===== config.mk =====
export PLATFORM = sky130hd
export DESIGN_NAME = universal_shift_register_flat
export DESIGN_NICKNAME = d
export VERILOG_FILES = /design/src/rtl/universal_shift_register_pkg.sv /design/src/rtl/universal_shift_register_if.sv /design/src/rtl/usr_shift_counter.sv /design/src/rtl/universal_shift_register.sv /design/src/flat_wrapper.sv
export SDC_FILE = /design/constraint.sdc
export NUM_CORES = 1
export LEC_CHECK = 0
export BUFFER_PORTS_ARGS = -buffer_cell sky130_fd_sc_hd__clkbuf_2
export CAP_MARGIN = 20
export CORE_ASPECT_RATIO = 0.5
export CORE_UTILIZATION = 30
export DETAILED_ROUTE_END_ITERATION = 8
export SKIP_LAST_GASP = 1
export SLEW_MARGIN = 25
export SYNTH_ARGS = -nofsm -noshare
export SYNTH_HDL_FRONTEND = slang
export SYNTH_HIERARCHICAL = 1
export SYNTH_SLANG_ARGS = --single-unit

===== constraint.sdc =====
create_clock -name clk -period 2.45 [get_ports clk]
set_clock_uncertainty 0.05 [all_clocks]
set_input_delay 0.735 -clock clk [delete_from_list [all_inputs] [get_ports clk]]
set_output_delay 0.735 -clock clk [all_outputs]
set_load 0.02 [all_outputs]

===== src/rtl/universal_shift_register_pkg.sv =====
// ============================================================================
// Module      : usr_pkg
// Description : Shared definitions for the universal shift register:
//               mode encodings used by the datapath decode and the bench.
// Revision    : 1.0 - initial release
// ============================================================================
`default_nettype none

package usr_pkg;

    // Operating mode encodings
    localparam logic [1:0] USR_HOLD = 2'b00;
    localparam logic [1:0] USR_SHR  = 2'b01;
    localparam logic [1:0] USR_SHL  = 2'b10;
    localparam logic [1:0] USR_LOAD = 2'b11;

endpackage : usr_pkg

`default_nettype wire


===== src/rtl/universal_shift_register_if.sv =====
// ============================================================================
// Module      : universal_shift_register_if
// Description : Control/data bundle of the universal shift register.
//               master = driver of mode/data, slave = the register itself.
//               Optional macro USR_ROTATE_EN adds the rotate control.
// Revision    : 1.0 - initial release
// ============================================================================
`default_nettype none

interface universal_shift_register_if #(
    parameter int WIDTH = 8
);
    localparam int CNT_W = $clog2(WIDTH + 1);

    logic             enable;
    logic [1:0]       mode;
    logic             sin_r;
    logic             sin_l;
    logic [WIDTH-1:0] pdata;
`ifdef USR_ROTATE_EN
    logic             rotate;
`endif
    logic [WIDTH-1:0] q;
    logic             sout_r;
    logic             sout_l;
    logic [CNT_W-1:0] shift_cnt;
    logic             word_done;

`ifdef USR_ROTATE_EN
    modport master (
        output enable, mode, sin_r, sin_l, pdata, rotate,
        input  q, sout_r, sout_l, shift_cnt, word_done
    );
    modport slave (
        input  enable, mode, sin_r, sin_l, pdata, rotate,
        output q, sout_r, sout_l, shift_cnt, word_done
    );
`else
    modport master (
        output enable, mode, sin_r, sin_l, pdata,
        input  q, sout_r, sout_l, shift_cnt, word_done
    );
    modport slave (
        input  enable, mode, sin_r, sin_l, pdata,
        output q, sout_r, sout_l, shift_cnt, word_done
    );
`endif

endinterface : universal_shift_register_if

`default_nettype wire


===== src/rtl/usr_shift_counter.sv =====
// ============================================================================
// Module      : usr_shift_counter
// Description : Counts shifts within a word. Wraps to zero on the shift that
//               completes WIDTH shifts and raises a registered one-cycle
//               word_done pulse on that same edge.
// Revision    : 1.0 - initial release
// ============================================================================
`default_nettype none

module usr_shift_counter #(
    parameter int WIDTH = 8
) (
    input  wire logic                       clk,
    input  wire logic                       reset,
    input  wire logic                       inc,
    input  wire logic                       clear,
    output logic [$clog2(WIDTH+1)-1:0]      cnt,
    output logic                            word_done
);
    localparam int               CNT_W      = $clog2(WIDTH + 1);
    localparam logic [CNT_W-1:0] c_LAST_CNT = CNT_W'(WIDTH - 1);

    logic [CNT_W-1:0] r_cnt;
    logic             r_word_done;

    // Counter and word-complete pulse; clear wins over inc, idle drops the pulse
    always_ff @(posedge clk or posedge reset) begin
        if (reset) begin
            r_cnt       <= '0;
            r_word_done <= 1'b0;
        end else if (clear) begin
            r_cnt       <= '0;
            r_word_done <= 1'b0;
        end else if (inc) begin
            if (r_cnt == c_LAST_CNT) begin
                r_cnt       <= '0;
                r_word_done <= 1'b1;
            end else begin
                r_cnt       <= r_cnt + 1'b1;
                r_word_done <= 1'b0;
            end
        end else begin
            r_word_done <= 1'b0;
        end
    end

    assign cnt       = r_cnt;
    assign word_done = r_word_done;

endmodule : usr_shift_counter

`default_nettype wire


===== src/rtl/universal_shift_register.sv =====
// ============================================================================
// Module      : universal_shift_register
// Description : WIDTH-bit universal shift register: hold, shift right, shift
//               left, parallel load, serial taps at both ends, shift counter
//               with word_done framing pulse.
//               Optional macro USR_ROTATE_EN: rotate input recirculates the
//               outgoing bit instead of taking the serial inputs.
// Revision    : 1.0 - initial release
// ============================================================================
`default_nettype none

module universal_shift_register
    import usr_pkg::*;
#(
    parameter int WIDTH = 8
) (
    input  wire logic                  clk,
    input  wire logic                  reset,
    universal_shift_register_if.slave  bus
);
    logic [WIDTH-1:0] r_q;
    logic [WIDTH-1:0] w_q_next;
    logic             w_in_r;
    logic             w_in_l;
    logic             w_shift;
    logic             w_load;

    // Serial bit entering each end; rotation feeds back the departing bit
`ifdef USR_ROTATE_EN
    always_comb begin
        w_in_r = bus.rotate ? r_q[0]       : bus.sin_r;
        w_in_l = bus.rotate ? r_q[WIDTH-1] : bus.sin_l;
    end
`else
    always_comb begin
        w_in_r = bus.sin_r;
        w_in_l = bus.sin_l;
    end
`endif

    // Mode decode and next register value; disabled cycles behave as hold
    always_comb begin
        w_q_next = r_q;
        w_shift  = 1'b0;
        w_load   = 1'b0;
        if (bus.enable) begin
            case (bus.mode)
                USR_SHR: begin
                    w_q_next = {w_in_r, r_q[WIDTH-1:1]};
                    w_shift  = 1'b1;
                end
                USR_SHL: begin
                    w_q_next = {r_q[WIDTH-2:0], w_in_l};
                    w_shift  = 1'b1;
                end
                USR_LOAD: begin
                    w_q_next = bus.pdata;
                    w_load   = 1'b1;
                end
                default: begin
                    w_q_next = r_q;
                end
            endcase
        end
    end

    // Data register
    always_ff @(posedge clk or posedge reset) begin
        if (reset) begin
            r_q <= '0;
        end else begin
            r_q <= w_q_next;
        end
    end

    usr_shift_counter #(
        .WIDTH (WIDTH)
    ) u_shift_counter (
        .clk       (clk),
        .reset     (reset),
        .inc       (w_shift),
        .clear     (w_load),
        .cnt       (bus.shift_cnt),
        .word_done (bus.word_done)
    );

    // Serial outputs tap the bit that leaves on the next shift
    assign bus.q      = r_q;
    assign bus.sout_r = r_q[0];
    assign bus.sout_l = r_q[WIDTH-1];

endmodule : universal_shift_register

`default_nettype wire


===== src/flat_wrapper.sv =====
// flat-port wrapper written by rule: the top's interface ports become plain ports
module universal_shift_register_flat import usr_pkg::*;
#(
    parameter int WIDTH = 8
)
  (clk, reset, bus_enable, bus_mode, bus_sin_r, bus_sin_l, bus_pdata, bus_q, bus_sout_r, bus_sout_l, bus_shift_cnt, bus_word_done);
  universal_shift_register_if #(.WIDTH(WIDTH)) bus_i ();
  input  wire logic clk;
  input  wire logic reset;
  input wire logic [$bits(bus_i.enable)-1:0] bus_enable;
  input wire logic [$bits(bus_i.mode)-1:0] bus_mode;
  input wire logic [$bits(bus_i.sin_r)-1:0] bus_sin_r;
  input wire logic [$bits(bus_i.sin_l)-1:0] bus_sin_l;
  input wire logic [$bits(bus_i.pdata)-1:0] bus_pdata;
  output wire logic [$bits(bus_i.q)-1:0] bus_q;
  output wire logic [$bits(bus_i.sout_r)-1:0] bus_sout_r;
  output wire logic [$bits(bus_i.sout_l)-1:0] bus_sout_l;
  output wire logic [$bits(bus_i.shift_cnt)-1:0] bus_shift_cnt;
  output wire logic [$bits(bus_i.word_done)-1:0] bus_word_done;
  assign bus_i.enable = bus_enable;
  assign bus_i.mode = bus_mode;
  assign bus_i.sin_r = bus_sin_r;
  assign bus_i.sin_l = bus_sin_l;
  assign bus_i.pdata = bus_pdata;
  assign bus_q = bus_i.q;
  assign bus_sout_r = bus_i.sout_r;
  assign bus_sout_l = bus_i.sout_l;
  assign bus_shift_cnt = bus_i.shift_cnt;
  assign bus_word_done = bus_i.word_done;
  universal_shift_register #(.WIDTH(WIDTH)) u_core (.clk(clk), .reset(reset), .bus(bus_i));
endmodule

Word-level counts from Yosys, hierarchy flattened:

Cells that the tools add are included.

* register bits: 13
* input bits: 15
* output and inout bits: 15
* logic and storage cells: 23

* add/sub/neg operators: 1
* eq/ne operators: 4
* multiplexer cells: 11
* reduce and logical (&&, ||, !) cells: 4

Operators by type and width (number)
* one-hot mux 8 bit (3 select lines): 1
* 2-to-1 mux 4 bit: 3
* 2-to-1 mux 1 bit: 7
* adder 4 x 1 -> 4 bit, second input constant: 1
* == test 2 bit, second input constant: 2
* == test 4 x 3 -> 1 bit, second input constant: 1
* nonzero test 3 bit: 1
* == test 2 x 1 -> 1 bit, second input constant: 1
* AND reduction 2 bit: 1
* nonzero test 2 bit: 1
* OR reduction 2 bit: 1

Longest topological paths before layout:

* depth after elaboration: 6
* depth in mapped cells: 6
* mapped depth without buffers: 5

By module:

Netlist, hierarchy kept.

By module, submodules not included
* universal_shift_register: times used 1, cells an instance 55, area each 534.3 um^2, sequential area each 200.2 um^2
* usr_shift_counter: times used 1, cells an instance 22, area each 257.7 um^2, sequential area each 125.1 um^2

Worst setup path after synthesis:

Ideal clock, no wire load.

* path kind: input port to flip-flop
* start: input port bus_mode[0]
* end: register u_core.u_shift_counter.r_cnt[3] (netlist: u_core/u_shift_counter/cnt[3])
* setup time: 0.125 ns
* arrival: 1.704 ns
* required time: 2.275 ns
* path slack: 0.571 ns
* cell stages on the path: 6
* buffers on the path: 1
* path through: inv_1 > ha_1 > and2_1 > buf_4 > nand4_1 > mux2_4

* word-level cells in the longest chain between the ends: 5
* elaborated cells on any way between the ends: 10
* those cells by class: eq/ne (3); mux (5); reduce/logical (2)

RTL lines
* start: declaration: RTL line flat_wrapper.sv:11 `input wire logic [$bits(bus_i.mode)-1:0] bus_mode;`
* == test 2 x 1 -> 1 bit or == test 2 bit (tied branches): RTL line universal_shift_register.sv:47 `case (bus.mode)`
* OR reduction 2 bit (no line) (*)
* 2-to-1 mux 1 bit (*): RTL line universal_shift_register.sv:47
* 2-to-1 mux 1 bit (*): RTL line universal_shift_register.sv:46 `if (bus.enable) begin`
* named net u_core.w_shift: RTL line universal_shift_register.sv:25 `logic w_shift;`
* nonzero test 2 bit (no line) (*)
* end signal: assignment: RTL line usr_shift_counter.sv:39 `r_cnt <= r_cnt + 1'b1;`
* end: declaration: RTL line usr_shift_counter.sv:23 `logic [CNT_W-1:0] r_cnt;`

The timed path passes the listed nets; every way through them passes the cells marked *.
A chain may end at the register's enable or synchronous reset.

Worst setup path in the final report:

Same ends and word-level chain as after synthesis.

==> qor.yml <==
finish:
  nets: 125
  final_cell_area_um2: 983
  layout-drive-gt1-share: 0.390
  area_growth_pct: 24.2
  fill_cells: 243
  insertedDiodeCount: 0
floorplanning:
  io_pins: 30
  core-area_um2: 2360
  start_util: 0.336
  row_count: 12
  die-width_um: 74.7
  die_area_um2: 2860
  die_h_um: 38.3
clock_tree:
  clkTransAtPathRegs_ns: 0.06
  cts_setup_buffers: 0
  cts_hold_buffers: 0
  cts_buffers: 3
  ctsLongestPathBuffers: 2
  cts.sinks: 13
  cts_resized: 0
  clock_latency_ns: 0.24
  cts_root_buf: "clkbuf_8"
  tritoncts: "done"
  cts_max_level: 1
power:
  power_density_nw_per_um2: 806
  ir_drop_mv: 0.252
  p_leak_nw: 0.505
setup_path:
  start_kind: "primary input"
  worstPathRequired_ns: 2.53
  ff2ff_setup_slack_ns: 1.23
  cp_max_fo: 6
  ff2ff_path_depth: 3
  r2r_end: "u_core/u_shift_counter/cnt[0]"
  r2r_start: "u_core/u_shift_counter/cnt[0]"
  cp.arrival_ns: 1.87
  startpoint: "bus_mode[0]"
  end_kind: "register"
  crit_type: "in2reg"
placed_design:
  place.gp.congestion: 0.720
  hpwlAfterDp_mm: 1.16
  placed_area_um2: 938
  port_buffers: 29
yosys:
  syn_area_um2: 792
  synth_area_leaders: "dfrtp_1 (41%), a22o_1 (8.8%), ha_1 (6.3%), o21ai_1 (5.1%), a21oi_2 (4.4%)"
  yosysSeqAreaShare: 0.411
  synth_area_per_cell_um2: 10.3
  ys_ff_latch: 13
  synth_cell_types: 26
  syn_nets: 96
  synth.top_cell.area_share: 0.411
  yosysWarnings: 6
  synthCells: 77
  synth_top_area_cell: "dfrtp_1"
run_status:
  outcome: "completed"
sta:
  hold_viol_final: 0
  timing.final.crit_share: 0.730
  setup_viol: 0
  min_period_ns: 1.79
  fin_setup_tns_ns: 0
  fmax_mhz: 559
  slew_headroom: 0.686
  drv_slew: 0
  tightest_slew_ns: 0.470
  rsz0062_at_grt: "false"
global_route:
  overflow: 0
  grtUsageTotal: 0.129
  antenna_found_initial: 0
  grt_pass1_wl_mm: 2.62
  first_global_vias: 597
  grt_start_max_net_pins: 17
routing:
  drt_iter0_drc: 37
  routedWlPerCell_um: 10.9
  drtPass1Iterations: 4
  vias_per_cell: 4.62
  vias: 647
  final_antenna_net_count: 0
  drt_wl_total_mm: 1.53
  post-route-drc-count: 0
min_path:
  hp-class: "in2async"
job:
  drv_cap: 0
[cell families after synthesis]
kind of cell,share of synthesized area
mux,0.0316
simple gates,0.174
compound gates,0.227
fa+ha+maj,0.0632
xor+xnor,0.0111
flops,0.411
buf+inv,0.0821
[cell type report]
class                           count  area [um2]  area share
Clock buffer                        4        45.0      0.0458
Inverter                            4        15.0      0.0153
Tap cell                           35        43.8      0.0445
Multi-Input combinational cell     54         402       0.408
Timing Repair Buffer               30         153       0.155
Sequential cell                    13         325       0.331
[worst max-delay path by stage]
stage                                          to  cells after the start
floorplan           u_core/u_shift_counter/cnt[3]                      6
global placement    u_core/u_shift_counter/cnt[3]                      6
detailed placement  u_core/u_shift_counter/cnt[3]                      6
CTS                 u_core/u_shift_counter/cnt[3]                      6
global route        u_core/u_shift_counter/cnt[3]                      6
finish              u_core/u_shift_counter/cnt[3]                      6
[where the power goes]
group	switching, mW	internal (mW)	leakage, nW
Clock	0.0784	0.115	0.0228
Sequential	0.0571	0.264	0.169
Combinational	0.161	0.116	0.314
[per-stage QoR]
step                utilization  hold WS [ns]  worst slack (ns)  cells  total power, mW
floorplan                     -         0.464             0.571     77            0.521
global placement          0.398         0.480             0.460    136            0.604
detailed placement        0.398         0.490             0.409    136            0.605
CTS                       0.417         0.326             0.668    140            0.806
global route              0.417         0.342             0.587    140            0.852
finish                    0.417         0.324             0.660    140            0.792
[critical path: stages]
cell      delay [ns]
clkbuf_2        0.09
inv_1           0.05
ha_1            0.26
and2_1          0.25
nand4_1         0.17
mux2_4          0.32
[per-layer routing]
| layer | global-route usage | routed length, um |
|---|---|---|
| met2 | 0.225 | 724 |
| met1 | 0.148 | 757 |
| met3 | 0.0474 | 45 |
| met4 | 0.0425 | 0 |
| met5 | 0 | 0 |
[cell usage in the layout (no fill, tap or decap), drive strengths merged]
| cell type | count |
|---|---|
| buf | 1 |
| dfrtp | 13 |
| mux2i | 1 |
| a21oi | 9 |
| and4bb | 1 |
| a22o | 8 |
| xnor2 | 1 |
| nor3 | 2 |
| nand2b | 1 |
| and2 | 2 |
| nor2 | 3 |
| nand3b | 1 |
| and2b | 1 |
| ha | 4 |
| clkbuf | 33 |
| nand4 | 1 |
| nand2 | 8 |
| inv | 4 |
| o21ai | 8 |
| mux2 | 1 |
| nand4b | 1 |
| a21bo | 1 |
[state kept, by name, indices dropped and copies added (netlist names)]
name,cells
u_core/bus.q,8
u_core/u_shift_counter/word_done,1
u_core/u_shift_counter/cnt,4
[synthesized netlist by cell type]
cell type,number
nand3b_1,1
buf_6,2
mux2i_1,1
mux2_4,1
ha_1,4
buf_2,1
and2_1,1
a21bo_1,1
a21oi_1,5
and4bb_1,1
nand4b_1,1
nor2_1,2
and2b_1,1
nand2_1,8
inv_1,4
and2_2,1
a21oi_2,4
xnor2_1,1
nor2_8,1
a22o_1,8
nor3_1,2
buf_4,3
nand2b_4,1
nand4_1,1
o21ai_1,8
dfrtp_1,13
Note: power is estimated with default switching activity, not from simulation.
